**src/rtl/instr_encoder_loader_pkg.sv**
```systemverilog
// Shared definitions for the instruction encoder/loader: op codes, FSM states,
// field positions of the packed instruction word and the request bundle.
package instr_encoder_loader_pkg;

  localparam logic [1:0] OP_DP  = 2'b00;
  localparam logic [1:0] OP_MEM = 2'b01;
  localparam logic [1:0] OP_BR  = 2'b10;

  localparam int COND_LSB  = 28;
  localparam int OP_LSB    = 26;
  localparam int FUNCT_LSB = 20;
  localparam int I_BIT     = 25;
  localparam int CMD_LSB   = 21;
  localparam int S_BIT     = 20;
  localparam int L_BIT     = 20;
  localparam int LINK_BIT  = 24;
  localparam int RN_LSB    = 16;
  localparam int RD_LSB    = 12;

  // Memory funct: immediate offset, pre-indexed, up, word, no writeback
  localparam logic [5:0] MEM_FUNCT = 6'b011000;

  typedef enum logic [2:0] {
    ST_IDLE   = 3'd0,
    ST_ACCEPT = 3'd1,
    ST_WRITE  = 3'd2,
    ST_DONE   = 3'd3,
    ST_ERR    = 3'd4
  } state_t;

  typedef struct packed {
    logic [1:0]  op;
    logic [3:0]  cond;
    logic        imm_en;
    logic [3:0]  cmd;
    logic        s;
    logic        load;
    logic        link;
    logic [3:0]  rn;
    logic [3:0]  rd;
    logic [3:0]  rm;
    logic [23:0] imm;
  } req_t;

endpackage

```
**src/rtl/instr_encoder_loader_pack.sv**
```systemverilog
// Combinational field-to-word packer with legality check for the ARM-subset
// main decoder format (module instr_pack).
import instr_encoder_loader_pkg::*;

module instr_pack (
  input  req_t        req,
  output logic [31:0] word,
  output logic        legal
);

  // Pack fields by op class and flag unencodable requests
  always_comb begin
    word  = 32'h0000_0000;
    legal = 1'b0;
    word[COND_LSB +: 4] = req.cond;
    word[OP_LSB +: 2]   = req.op;
    case (req.op)
      OP_DP: begin
        word[I_BIT]         = req.imm_en;
        word[CMD_LSB +: 4]  = req.cmd;
        word[S_BIT]         = req.s;
        word[RN_LSB +: 4]   = req.rn;
        word[RD_LSB +: 4]   = req.rd;
        if (req.imm_en) begin
          word[11:0] = {4'h0, req.imm[7:0]};
          legal      = (req.imm[23:8] == 16'h0000);
        end else begin
          word[11:0] = {8'h00, req.rm};
          legal      = 1'b1;
        end
      end
      OP_MEM: begin
        word[FUNCT_LSB +: 6] = MEM_FUNCT;
        word[L_BIT]          = req.load;
        word[RN_LSB +: 4]    = req.rn;
        word[RD_LSB +: 4]    = req.rd;
        word[11:0]           = req.imm[11:0];
        legal                = (req.imm[23:12] == 12'h000);
      end
      OP_BR: begin
        word[I_BIT]    = 1'b1;
        word[LINK_BIT] = req.link;
        word[23:0]     = req.imm;
        legal          = 1'b1;
      end
      default: begin
        legal = 1'b0;
      end
    endcase
  end

endmodule

```
**src/rtl/instr_encoder_loader.sv**
```systemverilog
// Sequential instruction encoder and program loader into instruction memory.
// Optional running XOR checksum of written words: ENCODER_CHECKSUM_EN.
import instr_encoder_loader_pkg::*;

module instr_encoder_loader #(
  parameter int ADDR_W = 6,
  parameter int DEPTH  = 64
) (
  input  logic              clk,
  input  logic              reset,
  input  logic              start,
  input  logic [ADDR_W-1:0] base_addr,
  input  logic              req_valid,
  output logic              req_ready,
  input  logic              req_last,
  input  logic [1:0]        req_op,
  input  logic [3:0]        req_cond,
  input  logic              req_imm_en,
  input  logic [3:0]        req_cmd,
  input  logic              req_s,
  input  logic              req_load,
  input  logic              req_link,
  input  logic [3:0]        req_rn,
  input  logic [3:0]        req_rd,
  input  logic [3:0]        req_rm,
  input  logic [23:0]       req_imm,
  output logic              imem_we,
  output logic [ADDR_W-1:0] imem_addr,
  output logic [31:0]       imem_wdata,
  output logic              done,
  output logic              error,
  output logic [ADDR_W:0]   count,
  output logic [31:0]       checksum
);

  localparam logic [ADDR_W:0] DEPTH_C = (ADDR_W+1)'(DEPTH);

  state_t      state_r;
  logic        we_r;
  logic        last_r;
  req_t        req_s_bundle;
  logic [31:0] pack_word;
  logic        pack_legal;
  logic        accept;

  assign req_s_bundle = '{op: req_op, cond: req_cond, imm_en: req_imm_en, cmd: req_cmd,
                          s: req_s, load: req_load, link: req_link, rn: req_rn,
                          rd: req_rd, rm: req_rm, imm: req_imm};

  instr_pack u_pack (
    .req   (req_s_bundle),
    .word  (pack_word),
    .legal (pack_legal)
  );

  assign accept = req_valid && req_ready;
  // A start landing in the write cycle cancels that write
  assign imem_we = we_r && !start;

  // Loader FSM with registered handshake, memory-port and status outputs
  always_ff @(posedge clk) begin
    if (reset) begin
      state_r    <= ST_IDLE;
      req_ready  <= 1'b0;
      we_r       <= 1'b0;
      last_r     <= 1'b0;
      imem_addr  <= '0;
      imem_wdata <= 32'h0000_0000;
      done       <= 1'b0;
      error      <= 1'b0;
      count      <= '0;
    end else if (start) begin
      state_r   <= ST_ACCEPT;
      req_ready <= 1'b1;
      we_r      <= 1'b0;
      last_r    <= 1'b0;
      imem_addr <= base_addr;
      done      <= 1'b0;
      error     <= 1'b0;
      count     <= '0;
    end else begin
      case (state_r)
        ST_ACCEPT: begin
          if (accept) begin
            req_ready <= 1'b0;
            if (!pack_legal || count == DEPTH_C) begin
              state_r <= ST_ERR;
              error   <= 1'b1;
            end else begin
              state_r    <= ST_WRITE;
              we_r       <= 1'b1;
              imem_wdata <= pack_word;
              last_r     <= req_last;
            end
          end else begin
            state_r <= ST_ACCEPT;
          end
        end
        ST_WRITE: begin
          we_r      <= 1'b0;
          imem_addr <= imem_addr + ADDR_W'(1);
          if (count != DEPTH_C) begin
            count <= count + (ADDR_W+1)'(1);
          end else begin
            count <= count;
          end
          if (last_r) begin
            state_r <= ST_DONE;
            done    <= 1'b1;
          end else begin
            state_r   <= ST_ACCEPT;
            req_ready <= 1'b1;
          end
        end
        ST_IDLE, ST_DONE, ST_ERR: begin
          state_r <= state_r;
        end
        default: begin
          state_r   <= ST_IDLE;
          req_ready <= 1'b0;
          we_r      <= 1'b0;
        end
      endcase
    end
  end

`ifdef ENCODER_CHECKSUM_EN
  logic [31:0] checksum_r;

  // Running XOR of every word actually strobed into memory
  always_ff @(posedge clk) begin
    if (reset || start) begin
      checksum_r <= 32'h0000_0000;
    end else if (imem_we) begin
      checksum_r <= checksum_r ^ imem_wdata;
    end else begin
      checksum_r <= checksum_r;
    end
  end

  assign checksum = checksum_r;
`else
  assign checksum = 32'h0000_0000;
`endif

endmodule

```
**config.mk**
```make
export PLATFORM = sky130hd
export DESIGN_NAME = instr_encoder_loader
export DESIGN_NICKNAME = d
export VERILOG_FILES = /design/src/rtl/instr_encoder_loader_pkg.sv /design/src/rtl/instr_encoder_loader_pack.sv /design/src/rtl/instr_encoder_loader.sv
export SDC_FILE = /design/constraint.sdc
export NUM_CORES = 1
export LEC_CHECK = 0
export ABC_AREA = 1
export CORE_AREA = 4 4 96 98
export DETAILED_ROUTE_END_ITERATION = 8
export DIE_AREA = 0 0 100 102
export GPL_ROUTABILITY_DRIVEN = 0
export PLACE_DENSITY = 0.72
export SLEW_MARGIN = 25
export SYNTH_ARGS = -nofsm -noshare
export SYNTH_HDL_FRONTEND = slang
export SYNTH_SLANG_ARGS = --single-unit
```
**constraint.sdc**
```tcl
create_clock -name clk -period 2 [get_ports clk]
set_clock_uncertainty 0.15 [all_clocks]
set_input_delay 0.6 -clock clk [delete_from_list [all_inputs] [get_ports clk]]
set_output_delay 0.6 -clock clk [all_outputs]
set_load 0.03 [all_outputs]
```
==> flow_results.org <==
** Logic synthesis
- Cell Area, Synth :: between 0.003 and 0.004 sq mm
- After synthesis, flip-flops and latches occupy approximately a third of the total area.
- Synthesis handed over a netlist of 461 instances.
- Counting flops with a built-in enable in the synthesized netlist gives 0.
- In the synthesized netlist the async set-or-reset flop fraction comes to 0%.
- Count of unique library cells instantiated by Yosys :: 39
- In this run, synthesis produced a sequential element count of 53.
- A synthesized cell averages between 6 and 7 sq um.
- The most used flip-flop cell after synthesis is dfxtp_1.
- Synth warnings :: 0

** Power and ir drop
- Of the total power, combinational logic draws a little under a quarter.
- Leakage power total :: roughly 2.2 nW
- IR analysis of the VDD net gives a maximum drop of ~0.33 mV.
- Power density normalized to cell area :: 483 mW/mm^2
- Sw power :: 659 uW
- PnR Total Power :: about 2.2 mW
- Fraction of power consumed by sequential logic :: roughly 50%
- Internal power :: around 1.5 mW
- The share of total power dissipated in the clock network is about a quarter.
- Switching Fraction :: just over 30%

** Placed design
- After legalization and detailed placement, the total HPWL measured approximately 6.7 mm.
- After detailed placement, the design holds a cell count of around 700.
- Input and output buffers added on the ports amount to 109.
- Pre-CTS WS :: -441 ps

** Global routing
- Wire length of the first global-routing pass :: 13.9 mm
- Global routing used between 10% and 20% of the available tracks.
- The via count of the first global-routing pass was between 3,000 and 4,000.
- Total global routing overflow :: 0
- Entering global routing, the biggest net connects 31 pins.
- Initial antenna violation count :: 0

** Clock tree
- TritonCTS built the clock tree.
- Clock root buffer :: clkbuf_8
- Clock-pin slew was measured on the worst setup and hold paths at 90 ps.
- Clock latency of the later-clocked register in the worst-skew pair :: 300 ps
- Post-CTS Hold Buffers :: 0
- Number of buffers added by the clock tree synthesis step :: 5
- Clock sink total :: 53
- Max clock buf depth :: 2
- The H-tree was split into 2 levels.

** Worst setup path
- On the worst path, the slowest cell contributes a delay of approximately 190 ps.
- Crit-path slowest cell :: clkdlybuf4s15_1
- The critical path goes through clkdlybuf4s15_1 -> nor2_1 -> nand2_1 -> nor2_2 -> nand2_2 -> buf_4 -> a21oi_4 -> nand3_4 -> nor2_8 -> buf_12 -> nor2_1 -> nor2_1.
- The setup path with the least slack is of type in -> reg.
- Most frequent CP cell :: nor2_1
- WP data required :: between 2000 and 2500 ps
- Cell class contributing the biggest share of worst-path delay :: simple AND/OR/NAND/NOR gates
- The worst setup path is launched from an input pin.
- Buf+Inv Stages, Crit Path :: 3
- The worst setup path is captured at a register.
- Signal arrival time at the worst endpoint :: around 2000 ps
- Critical-path maximum fanout :: 15

** Die
- The die covers 0.0102 sq mm.
- Horizontal die dimension :: ~100 microns
- Top-level I/O count :: 142
- The floorplan step set the die height to between 100 and 150 microns.
- The total area inside the core boundary comes to around 0.0085 sq mm.
- Total number of placement rows :: 34
- Starting utilization of the core area :: approximately 37%

** Layout
- 0 antenna diodes ended up in the layout.
- Post-layout net count :: ~660
- Synth-to-Final Area Change :: 42.4%
- Proportion of layout cells with a drive suffix above 1 :: a little under a fifth
- The count of cells in the finished layout, fillers not included, comes to 707.

** Route
- The pre-antenna-repair detailed-routing pass consisted of 4 iterations.
- For this block, the routed nets add up to 8.70 mm of wire.
- DR WL/cell :: approximately 12 microns
- Total vias in the final route :: between 3,000 and 4,000
- The detail route stage leaves a number of antenna-violating nets equal to 0.
- First DRT Iteration DRCs :: 129
- Drc violations :: 0
- After detailed routing, the number of vias per cell comes to approximately 4.5.

** Timing
- Hold slack final :: between 300 and 400 ps
- The clock period could shrink to 1940 ps.
- Setup WS post-layout :: a little under 60 ps
- Hold Violations, Final :: 0
- The worst path uses 97.0% of the clock period.
- The final number of max-transition violations came to 0.
- Based on the critical path, the design can be clocked at up to 515 MHz.
- Setup violation total in the final timing report :: 0

** Outcome
- Status :: complete, no violations

** Run
- Maximum capacitance violations :: 0

** Worst hold path
- Path class of the lowest-slack min-delay path :: reg -> reg
-- state kept, by name, summed over array words and instances, names as in the netlist --
name and count:
count 7, done 1, error 1, imem_addr 6
imem_wdata 32, last_r 1, req_ready 1, state_r 3
we_r 1
-- Yosys cell counts, types with 2 or more instances --
cell type  count  area, sq um
a21oi_1       17         85.1
a22o_1         3         26.3
a31oi_1        3         18.8
buf_12         2         40.0
buf_2          6         30.0
buf_4         32          240
clkbuf_1       5         18.8
clkinv_1       2         7.51
dfxtp_1       53         1060
ha_1           3         37.5
inv_1         47          176
nand2_1      101          379
nand3_1       35          175
nand3_2       10          100
nand3_4        2         35.0
nand4_1        3         18.8
nor2_1        77          289
nor2_2        21          131
nor2_4         3         33.8
nor3_1         5         25.0
o21ai_0       12         60.1
or2_2          2         12.5
-- cell type report --
| cell class | count | area (sq um) |
|---|---|---|
| Timing Repair Buffer | 149 | 1360 |
| Multi-Input combinational cell | 341 | 1690 |
| Inverter | 50 | 190 |
| Clock buffer | 5 | 68.8 |
| Fill cell | 870 | 3960 |
| Sequential cell | 53 | 1060 |
| Tap cell | 108 | 135 |
| Clock inverter | 1 | 5.00 |
-- timing repair --
action / in CTS / in global routing
setup buffers: 1 / 2
setup endpoints to repair: 78 / 30
gates cloned: 1 / 1
pin swaps: 22 / 20
gates resized for setup: 70 / 37
-- cells by family (layout without fill, tap and decap cells) --
logic type      count (synthesis)  count (layout)  share of synthesized area (%)
flops                          53              53                           33.5
xor+xnor                        2               2                          0.553
simple gates                  264             264                           39.8
fa+ha+maj                       3               3                           1.18
other cells                     1              32                          0.118
buf+inv                        98             205                           17.3
compound gates                 40              40                           7.54
-- routing by layer --
metal | part of all wire [%] | GRT usage [%]
met1 | 42 | 19.9
met2 | 51 | 30.9
met3 | 5.8 | 3.14
met4 | 0.72 | 3.32
met5 | 0 | 0
-- worst register-to-register path: stages, from the launching register on --
cell and delay [ps]:
dfxtp_1 360, inv_1 90, ha_1 210, nand4_2 150, inv_1 100, a21oi_4 150, nand3_4 120, nor2_8 130
buf_12 160, nor2_1 50, nor2_1 110
-- placed cells by master (no fill, tap or decap), types with 2 or more instances in the layout --
master | netlist | layout
nor2_2 | 21 | 23
nand3_2 | 10 | 10
a21oi_1 | 17 | 17
dlymetal6s2s_1 | 0 | 3
ha_1 | 3 | 3
nand2_1 | 101 | 98
a22o_1 | 3 | 3
clkbuf_8 | 0 | 5
nor3_1 | 5 | 5
clkdlybuf4s15_1 | 0 | 5
inv_2 | 0 | 2
nand3_1 | 35 | 35
nor2_1 | 77 | 75
nand4_1 | 3 | 3
a31oi_1 | 3 | 3
dfxtp_1 | 53 | 53
conb_1 | 1 | 32
buf_12 | 2 | 4
dlygate4sd2_1 | 0 | 50
buf_4 | 32 | 33
nand3_4 | 2 | 2
o21ai_0 | 12 | 12
clkdlybuf4s50_1 | 0 | 39
nand2_2 | 1 | 4
or2_2 | 2 | 2
clkinv_1 | 2 | 2
buf_6 | 1 | 3
inv_1 | 47 | 45
clkbuf_2 | 0 | 11
nor2_4 | 3 | 3
-- power groups by stage --
| stage | combinational [mW] | clock (mW) | sequential [mW] |
|---|---|---|---|
| after detailed placement | 0.534 | 0 | 1.12 |
| after floorplan | 0.305 | 0 | 1.15 |
| after CTS | 0.515 | 0.591 | 1.09 |
| after global placement | 0.529 | 0 | 1.12 |
| final | 0.518 | 0.570 | 1.09 |
| after global routing | 0.565 | 0.634 | 1.09 |
-- through the flow --
stage / instance area [sq um] / setup TNS [ps] / util (%)
floorplan: 3280 / 0 / -
global placement: 4460 / -12490 / 52.7
detailed placement: 4460 / -13840 / 52.7
CTS: 4480 / 0 / 52.9
global route: 4510 / -3.95 / 53.3
finish: 4510 / 0 / 53.3
-- worst paths after layout --
| path | slack (ps) | depth (start not counted) | end | startpoint |
|---|---|---|---|---|
| max | 60 | 12 | imem_wdata[9] | req_imm[14] |
| min | 310 | 2 | done | done |
| max reg2reg | 170 | 10 | imem_wdata[9] | count[0] |
| min reg2reg | 310 | 2 | done | done |
No activity file was read; power rests on OpenSTA's default activity.
